==> src/rtl/clock_set_controller.sv <==
// -----------------------------------------------------------------------------
// clock_set_controller
//
// Time-setting sequencer for the 24 h clock datapath. Debounced Mode/Up
// button levels drive a RUN -> SET_HOURS -> SET_MINUTES -> RUN state machine
// that emits single-cycle increment strobes, a seconds-clear strobe, a run
// gate for the 1 Hz timekeeping path and a per-digit blink mask.
//
// Optional feature macro: CLKSET_REPEAT_EN
//   defined   : holding Up auto-repeats the active Inc strobe
//               (first repeat REPEAT_DELAY_CYC cycles after the press strobe,
//               then every REPEAT_RATE_CYC cycles).
//   undefined : exactly one Inc strobe per Up rising edge; no repeat logic.
//
// Ports:
//   Clk_100M      in   system clock, 100 MHz
//   Reset_n       in   asynchronous reset, active low
//   Tick_1Hz      in   one-cycle pulse per second from the prescaler
//   Button_Mode   in   debounced Mode button level
//   Button_Up     in   debounced Up button level
//   Run_Enable    out  1 = timekeeping advances on Tick_1Hz
//   Inc_Hours     out  one-cycle strobe: hours +1
//   Inc_Minutes   out  one-cycle strobe: minutes +1 (no carry into hours)
//   Clear_Seconds out  one-cycle strobe: seconds <= 0
//   Blink_Mask    out  [3] hours tens, [2] hours units,
//                      [1] minutes tens, [0] minutes units (1 = blank)
//   Mode          out  00 RUN, 01 SET_HOURS, 10 SET_MINUTES
// -----------------------------------------------------------------------------
module clock_set_controller #(
  parameter int REPEAT_DELAY_CYC = 50_000_000,
  parameter int REPEAT_RATE_CYC  = 10_000_000,
  parameter int BLINK_HALF_CYC   = 25_000_000,
  parameter int TIMEOUT_TICKS    = 10
) (
  input  logic       Clk_100M,
  input  logic       Reset_n,
  input  logic       Tick_1Hz,
  input  logic       Button_Mode,
  input  logic       Button_Up,
  output logic       Run_Enable,
  output logic       Inc_Hours,
  output logic       Inc_Minutes,
  output logic       Clear_Seconds,
  output logic [3:0] Blink_Mask,
  output logic [1:0] Mode
);

  localparam int TO_W = (TIMEOUT_TICKS > 1) ? $clog2(TIMEOUT_TICKS) : 1;
  localparam int BL_W = (BLINK_HALF_CYC > 1) ? $clog2(BLINK_HALF_CYC) : 1;
  localparam logic [TO_W-1:0] TO_LAST = TO_W'(TIMEOUT_TICKS - 1);
  localparam logic [BL_W-1:0] BL_LAST = BL_W'(BLINK_HALF_CYC - 1);

  typedef enum logic [1:0] {
    ST_RUN         = 2'b00,
    ST_SET_HOURS   = 2'b01,
    ST_SET_MINUTES = 2'b10
  } state_t;

  state_t            state;
  state_t            state_next;
  logic              mode_prev;
  logic              up_prev;
  logic              mode_rise;
  logic              up_rise;
  logic              in_set;
  logic              timeout_hit;
  logic              repeat_fire;
  logic              inc_fire;
  logic              state_change;
  logic [TO_W-1:0]   to_cnt;
  logic [BL_W-1:0]   blink_cnt;
  logic              blink_phase;

  // Edge detection, next-state and strobe qualification
  always_comb begin
    mode_rise  = Button_Mode & ~mode_prev;
    up_rise    = Button_Up & ~up_prev;
    in_set     = (state != ST_RUN);
    // The count reaches TIMEOUT_TICKS on this tick. Any button edge or Inc
    // strobe in the same cycle restarts the count instead.
    timeout_hit = in_set && Tick_1Hz && !mode_rise && !up_rise &&
                  !repeat_fire && (to_cnt == TO_LAST);
    state_next = state;
    if (mode_rise) begin
      case (state)
        ST_RUN:       state_next = ST_SET_HOURS;
        ST_SET_HOURS: state_next = ST_SET_MINUTES;
        default:      state_next = ST_RUN;
      endcase
    end else if (timeout_hit) begin
      state_next = ST_RUN;
    end
    state_change = (state_next != state);
    // Mode wins over a simultaneous Up edge or repeat.
    inc_fire = in_set && !mode_rise && (up_rise || repeat_fire);
  end

  always_ff @(posedge Clk_100M or negedge Reset_n) begin
    if (!Reset_n) begin
      state <= ST_RUN;
    end else begin
      state <= state_next;
    end
  end

  // Registered strobes and stored button levels
  always_ff @(posedge Clk_100M or negedge Reset_n) begin
    if (!Reset_n) begin
      mode_prev     <= 1'b0;
      up_prev       <= 1'b0;
      Inc_Hours     <= 1'b0;
      Inc_Minutes   <= 1'b0;
      Clear_Seconds <= 1'b0;
    end else begin
      mode_prev     <= Button_Mode;
      up_prev       <= Button_Up;
      Inc_Hours     <= inc_fire && (state == ST_SET_HOURS);
      Inc_Minutes   <= inc_fire && (state == ST_SET_MINUTES);
      // Seconds restart on entry to SET_HOURS and on every return to RUN.
      Clear_Seconds <= state_change &&
                       ((state_next == ST_SET_HOURS) || (state_next == ST_RUN));
    end
  end

  // Inactivity timeout counter (Tick_1Hz pulses in SET states)
  always_ff @(posedge Clk_100M or negedge Reset_n) begin
    if (!Reset_n) begin
      to_cnt <= '0;
    end else if (!in_set || state_change || mode_rise || up_rise || inc_fire) begin
      to_cnt <= '0;
    end else if (Tick_1Hz) begin
      to_cnt <= to_cnt + 1'b1;
    end
  end

  // Blink phase generator; held at phase 0 while Up is down so the digit
  // being adjusted stays visible.
  always_ff @(posedge Clk_100M or negedge Reset_n) begin
    if (!Reset_n) begin
      blink_cnt   <= '0;
      blink_phase <= 1'b0;
    end else if (!in_set || state_change || Button_Up) begin
      blink_cnt   <= '0;
      blink_phase <= 1'b0;
    end else if (blink_cnt == BL_LAST) begin
      blink_cnt   <= '0;
      blink_phase <= ~blink_phase;
    end else begin
      blink_cnt   <= blink_cnt + 1'b1;
    end
  end

`ifdef CLKSET_REPEAT_EN
  localparam int HOLD_MAX = (REPEAT_DELAY_CYC > REPEAT_RATE_CYC) ?
                            REPEAT_DELAY_CYC : REPEAT_RATE_CYC;
  localparam int HOLD_W   = (HOLD_MAX > 1) ? $clog2(HOLD_MAX) : 1;
  localparam logic [HOLD_W-1:0] DELAY_LAST = HOLD_W'(REPEAT_DELAY_CYC - 1);
  localparam logic [HOLD_W-1:0] RATE_LAST  = HOLD_W'(REPEAT_RATE_CYC - 1);

  logic [HOLD_W-1:0] hold_cnt;
  logic              hold_active;
  logic              hold_repeating;
  logic              hold_match;

  // hold_active marks a press that was accepted in the current SET state;
  // the counter first measures the initial delay, then the repeat period.
  always_comb begin
    hold_match  = hold_repeating ? (hold_cnt == RATE_LAST) : (hold_cnt == DELAY_LAST);
    repeat_fire = hold_active && Button_Up && hold_match;
  end

  always_ff @(posedge Clk_100M or negedge Reset_n) begin
    if (!Reset_n) begin
      hold_cnt       <= '0;
      hold_active    <= 1'b0;
      hold_repeating <= 1'b0;
    end else if (!in_set || state_change || !Button_Up) begin
      hold_cnt       <= '0;
      hold_active    <= 1'b0;
      hold_repeating <= 1'b0;
    end else if (up_rise) begin
      hold_cnt       <= '0;
      hold_active    <= 1'b1;
      hold_repeating <= 1'b0;
    end else if (hold_active) begin
      if (hold_match) begin
        hold_cnt       <= '0;
        hold_repeating <= 1'b1;
      end else begin
        hold_cnt       <= hold_cnt + 1'b1;
      end
    end
  end
`else
  assign repeat_fire = 1'b0;
`endif

  // Output decode
  always_comb begin
    Mode       = state;
    Run_Enable = (state == ST_RUN);
    Blink_Mask = 4'b0000;
    if (blink_phase) begin
      if (state == ST_SET_HOURS) begin
        Blink_Mask = 4'b1100;
      end else if (state == ST_SET_MINUTES) begin
        Blink_Mask = 4'b0011;
      end
    end
  end

endmodule

==> config.mk <==
export PLATFORM = sky130hd
export DESIGN_NAME = clock_set_controller
export DESIGN_NICKNAME = d
export VERILOG_FILES = /design/src/rtl/clock_set_controller.sv
export SDC_FILE = /design/constraint.sdc
export NUM_CORES = 1
export LEC_CHECK = 0
export BUFFER_PORTS_ARGS = -buffer_cell sky130_fd_sc_hd__buf_2
export CAP_MARGIN = 20
export CELL_PAD_IN_SITES_DETAIL_PLACEMENT = 2
export CELL_PAD_IN_SITES_GLOBAL_PLACEMENT = 2
export CORE_MARGIN = 2
export CORE_UTILIZATION = 33
export CTS_CLUSTER_DIAMETER = 40
export DETAILED_ROUTE_END_ITERATION = 10
export GPL_ROUTABILITY_DRIVEN = 0
export GPL_TIMING_DRIVEN = 0
export PLACE_DENSITY_LB_ADDON = 0.05
export SYNTH_ARGS = -nofsm -noshare
export SYNTH_HDL_FRONTEND = slang
export SYNTH_SLANG_ARGS = --single-unit
==> constraint.sdc <==
create_clock -name Clk_100M -period 2.2 [get_ports Clk_100M]
set_input_delay 0.66 -clock Clk_100M [delete_from_list [all_inputs] [get_ports Clk_100M]]
set_output_delay 0.66 -clock Clk_100M [all_outputs]
set_load 0.02 [all_outputs]
* Word level (Yosys, flattened, before mapping)
Index checks and enable logic that the tools add are counted.
** Word-level totals
- Input bits :: 5
- Register bits :: 37
** Operators by class
- Equality and inequality tests :: 6
- Bitwise gates (word level) :: 5
- Reductions and logical operators :: 23
- Mux-type cells :: 12
- $add $sub $neg :: 2
** Operator list (count)
- 2-to-1 mux 25 bit :: 2
- adder 25 x 1 -> 25 bit, second input constant :: 1
- == test 25 bit, second input constant :: 1
- 2-to-1 mux 4 bit :: 4
- logical AND 1 bit :: 9
- logical OR 1 bit :: 6
- 2-to-1 mux 2 bit :: 3
- nonzero test 2 bit :: 3
- adder 4 x 1 -> 4 bit, second input constant :: 1
- == test 2 x 1 -> 1 bit, second input constant :: 2
- == test 4 bit, second input constant :: 1
- zero test 2 bit :: 2
- one-hot mux 2 bit (2 select lines) :: 1
- zero test 1 bit :: 3
- inverter 1 bit :: 3
- bitwise AND 1 bit :: 2
- == test 2 bit, second input constant :: 1
- 2-to-1 mux 1 bit :: 2
- != test 2 bit :: 1

* Longest topological paths before layout
- Depth in word-level cells :: 14
- Gate-level depth with buffers :: 7
- Gate-level depth less buffers :: 6

* Least setup slack after synthesis
Ideal clock, no wire load.
- Path kind :: reg2reg
- Start point :: register blink_cnt[0]
- End point :: register blink_cnt[20]
- Period minus slack after synthesis :: 1796 ps
- Setup slack :: 404 ps
- Stages on the path, launching flop included :: 7
- Arrival time :: 1718 ps
- Setup time :: 77 ps
- Path buffers :: 1
- Path through :: dfrtp_1 > ha_1 > and4_2 > clkbuf_1 > nand3_1 > or4b_1 > a21oi_1
** On the way
- Word-level cells in the longest chain between the ends :: 3
- Elaborated cells on any way between the ends :: 4
** RTL lines
- start: declaration :: line 71 : logic [BL_W-1:0] blink_cnt;
- start signal: assignment :: line 149 : blink_cnt <= blink_cnt + 1'b1;
- adder 25 x 1 -> 25 bit / == test 25 bit (equally long branches) :: line 149, 145
- 2-to-1 mux 25 bit (*) :: line 145 : end else if (blink_cnt == BL_LAST) begin
- 2-to-1 mux 25 bit (*) :: line 142 : end else if (!in_set || state_change || Button_Up) begin
Every way passes the cells marked *; elsewhere a longest branch is shown, timed or not.
A chain may end at the register's enable or synchronous reset.

* Worst setup path in the final report
- Start point :: register blink_cnt[0]
- End point :: register blink_cnt[12]
The elaborated chain is that of the path after synthesis.

==> flow_summary.toml <==
[outcome]
status = "completed"

[placement]
dp.cells = 276
preCtsSetupSlack_ns = -0.00498
io_buffers = 14
place_hpwl_um = 3430

[worst_setup_path]
crit_path_start_kind = "register"
crit_path_max_fanout = 10
worstPathArrival_ns = 2.18
cp-end-kind = "register"
critPathKind = "register to register"
cp.required_ns = 2.37
rrSetupSlack_ns = 0.19

[global_routing]
grt_usage_pct = 17.0
first_global_vias = 1664
grt_start_max_net_pins = 38
grt_pass1_wl_um = 8340
antenna_found_initial = 0
grt-ovfl-total = 0

[power]
power_frac_clock_pct = 38.7
netSwitchingPower_uw = 438
ir_drop_mv = 0.311
p_sw_share_pct = 27.3
combPwrFrac_pct = 14.5
power_density_nw_per_um2 = 735
seq_power_share_pct = 46.8
p_leak_uw = 0.000880
total_power_uw = 1600
internal_power_uw = 1160

[drt]
dr.first_iter.drc_count = 44
drc = 0
vias = 1528
detail_route.wirelength_um = 4860
viasPerCell = 5.38
routedWlPerCell_um = 17.1
drtPass1Iterations = 3
ant_nets = 0

[timing]
tightestPinTransition_ns = 0.847
drv_slew = 0
hold_ws_ns = 0.458
max-slew-margin-rel_pct = 43.5
finalCritPeriodShare_pct = 91.3
rsz0062_at_grt = "no"
hold_viol = 0
worst_slack_ns = 0.190
fin_skew_ns = 0.00732
fin_crit_ns = 2.01
max_freq_ghz = 0.498
setup_viol = 0

[clock_network]
clock_path_buffers = 2
cts_hold_buffers = 0
clk_pin_slew_ns = 0.08
cts_tree = "built"
htreeDepth = 2
clockRootBuffer = "clkbuf_8"
cts_sinks = 37
cts_buffers = 5
clock_latency_ns = 0.29

[flow_run]
maxCapViolCount = 0

[floorplanning]
die_w_um = 79.6
die-height_um = 79.6
initial_utilization_pct = 34.3
std_cell_rows = 27
pin_count = 15
core-area_um2 = 5510
die-area_um2 = 6340

[synthesis]
synth_compound_area_share_pct = 10.2
synth_cell_types = 42
synth_xor_area_share_pct = 6.50
seq_area_frac_synth_pct = 49.1
synth_mux_area_share_pct = 0.597
synth_fa_ha_area_share_pct = 1.99
syn_avg_cell_area_um2 = 9.93
synthCells = 190
synth_nets = 198
synthArstFlopShare_pct = 100
synth_top_family_by_area = "simple AND/OR/NAND/NOR gates"
yosys.area_share.simple_pct = 27.1
synth_warnings = 0
ys_ff_latch = 37
synth_area_um2 = 1890
synthFlopType = "dfrtp_1"
synth-edff-count = 0

[finish]
diodes = 0
fin_util_pct = 39.6
final_net_count = 219
area_growth_pct = 15.6
final_cells = 284
drive_above_1_share_pct = 18.9

[hold_path]
worstHoldPathType = "primary input to async pin"
-- synth_stat cells, drive strengths merged (3+ instances only) --
library cell | number | area [um2]
a21oi | 14 | 70.1
and4 | 6 | 53.8
buf | 6 | 47.5
clkbuf | 3 | 12.5
dfrtp | 37 | 926
ha | 3 | 37.5
inv | 7 | 26.3
nand2 | 11 | 41.3
nand3 | 7 | 40.0
nand4 | 10 | 62.6
nor2 | 22 | 82.6
nor3 | 4 | 20.0
o21ai | 6 | 33.8
o31ai | 5 | 37.5
or2 | 3 | 18.8
or3 | 4 | 25.0
or4 | 5 | 41.3
xnor2 | 6 | 52.6
xor2 | 8 | 70.1
-- flip-flops by register name, indices dropped and copies added (netlist names) --
name and count:
Inc_Hours 1, mode_prev 1, to_cnt 4, Inc_Minutes 1
up_prev 1, blink_cnt 25, Clear_Seconds 1, Mode 2
blink_phase 1
-- critical path, cell delays in order, from the launching register on --
cell	delay, ns
dfrtp_1	0.39
ha_1	0.23
and4_2	0.34
nand4_1	0.25
o21ai_4	0.32
buf_2	0.28
nor2_1	0.08
-- layout make-up --
| type | instances | area, um2 |
|---|---|---|
| clock inverters | 1 | 30.0 |
| flip-flops and latches | 37 | 926 |
| clock buffers | 7 | 86.3 |
| repair buffers | 15 | 77.6 |
| plain buffers | 8 | 56.3 |
| multi-input cells | 137 | 888 |
| fillers | 597 | 3330 |
| well taps | 72 | 90.1 |
| inverters | 7 | 26.3 |
-- metrics by stage --
| stage | TNS, ns | cell area [um2] |
|---|---|---|
| detailed placement | -0.00630 | 2050 |
| finish | 0 | 2180 |
| global route | 0 | 2180 |
| floorplan | 0 | 1890 |
| global placement | 0 | 2050 |
| CTS | 0 | 2170 |
-- timing repair --
action | in CTS | in global routing
endpoints found under the setup margin | 10 | 21
gates resized for setup | 1 | 1
pin swaps | 0 | 1
setup buffers | 0 | 1
-- layout by cell type (no fill, tap or decap), drive strengths merged --
master   n
o31ai    5
or3      4
o41ai    2
xnor2    6
clkbuf   9
or4b     2
a31o     2
nand3    7
nor3b    2
nand2b   1
buf     21
and2     1
or2      3
and3     2
o21ai    6
a21oi   14
and4b    1
ha       3
bufinv   1
a21boi   1
and3b    2
nor3     4
nor4b    2
and4     6
or4      5
nand2   11
a22o     1
nand3b   1
nor2    22
mux2     1
inv      7
nor2b    1
nor4     1
xor2     8
dfrtp   37
nand4   10
-- kinds of logic after synthesis --
logic type	count (synthesis)
AO/OA/AOI/OAI	31
multiplexers	1
buffers and inverters	16
XOR/XNOR	14
adder cells (fa/ha/maj)	3
AND/OR/NAND/NOR	88
flip-flops	37
-- routing by layer --
| layer | up-vias | share of wire (%) | track usage [%] |
|---|---|---|---|
| met4 | 0 | 1.3 | 5.00 |
| met5 | - | 0 | 0 |
| met3 | 8 | 2.7 | 3.62 |
| met1 | 781 | 46 | 22.2 |
| met2 | 15 | 50 | 28.3 |
| li1 | 724 | - | - |
-- power groups by stage --
stage	Combinational, uW	Sequential [uW]	Clock, uW
finish	232	750	620
global route	258	758	668
CTS	230	751	630
detailed placement	224	764	0
global placement	209	758	0
floorplan	118	777	0
-- final timing paths --
path	startpoint	endpoint	cells after the start
min	Reset_n	blink_cnt[19]$_DFF_PN0_	1
min in group Clk_100M	Button_Mode	mode_prev$_DFF_PN0_	1
max	blink_cnt[0]$_DFF_PN0_	blink_cnt[12]$_DFF_PN0_	6
min reg2reg	blink_cnt[0]$_DFF_PN0_	blink_cnt[0]$_DFF_PN0_	1
max in group asynchronous	Reset_n	blink_cnt[5]$_DFF_PN0_	1
max reg2reg	blink_cnt[0]$_DFF_PN0_	blink_cnt[12]$_DFF_PN0_	6
Power figures use the tool's default switching activity.
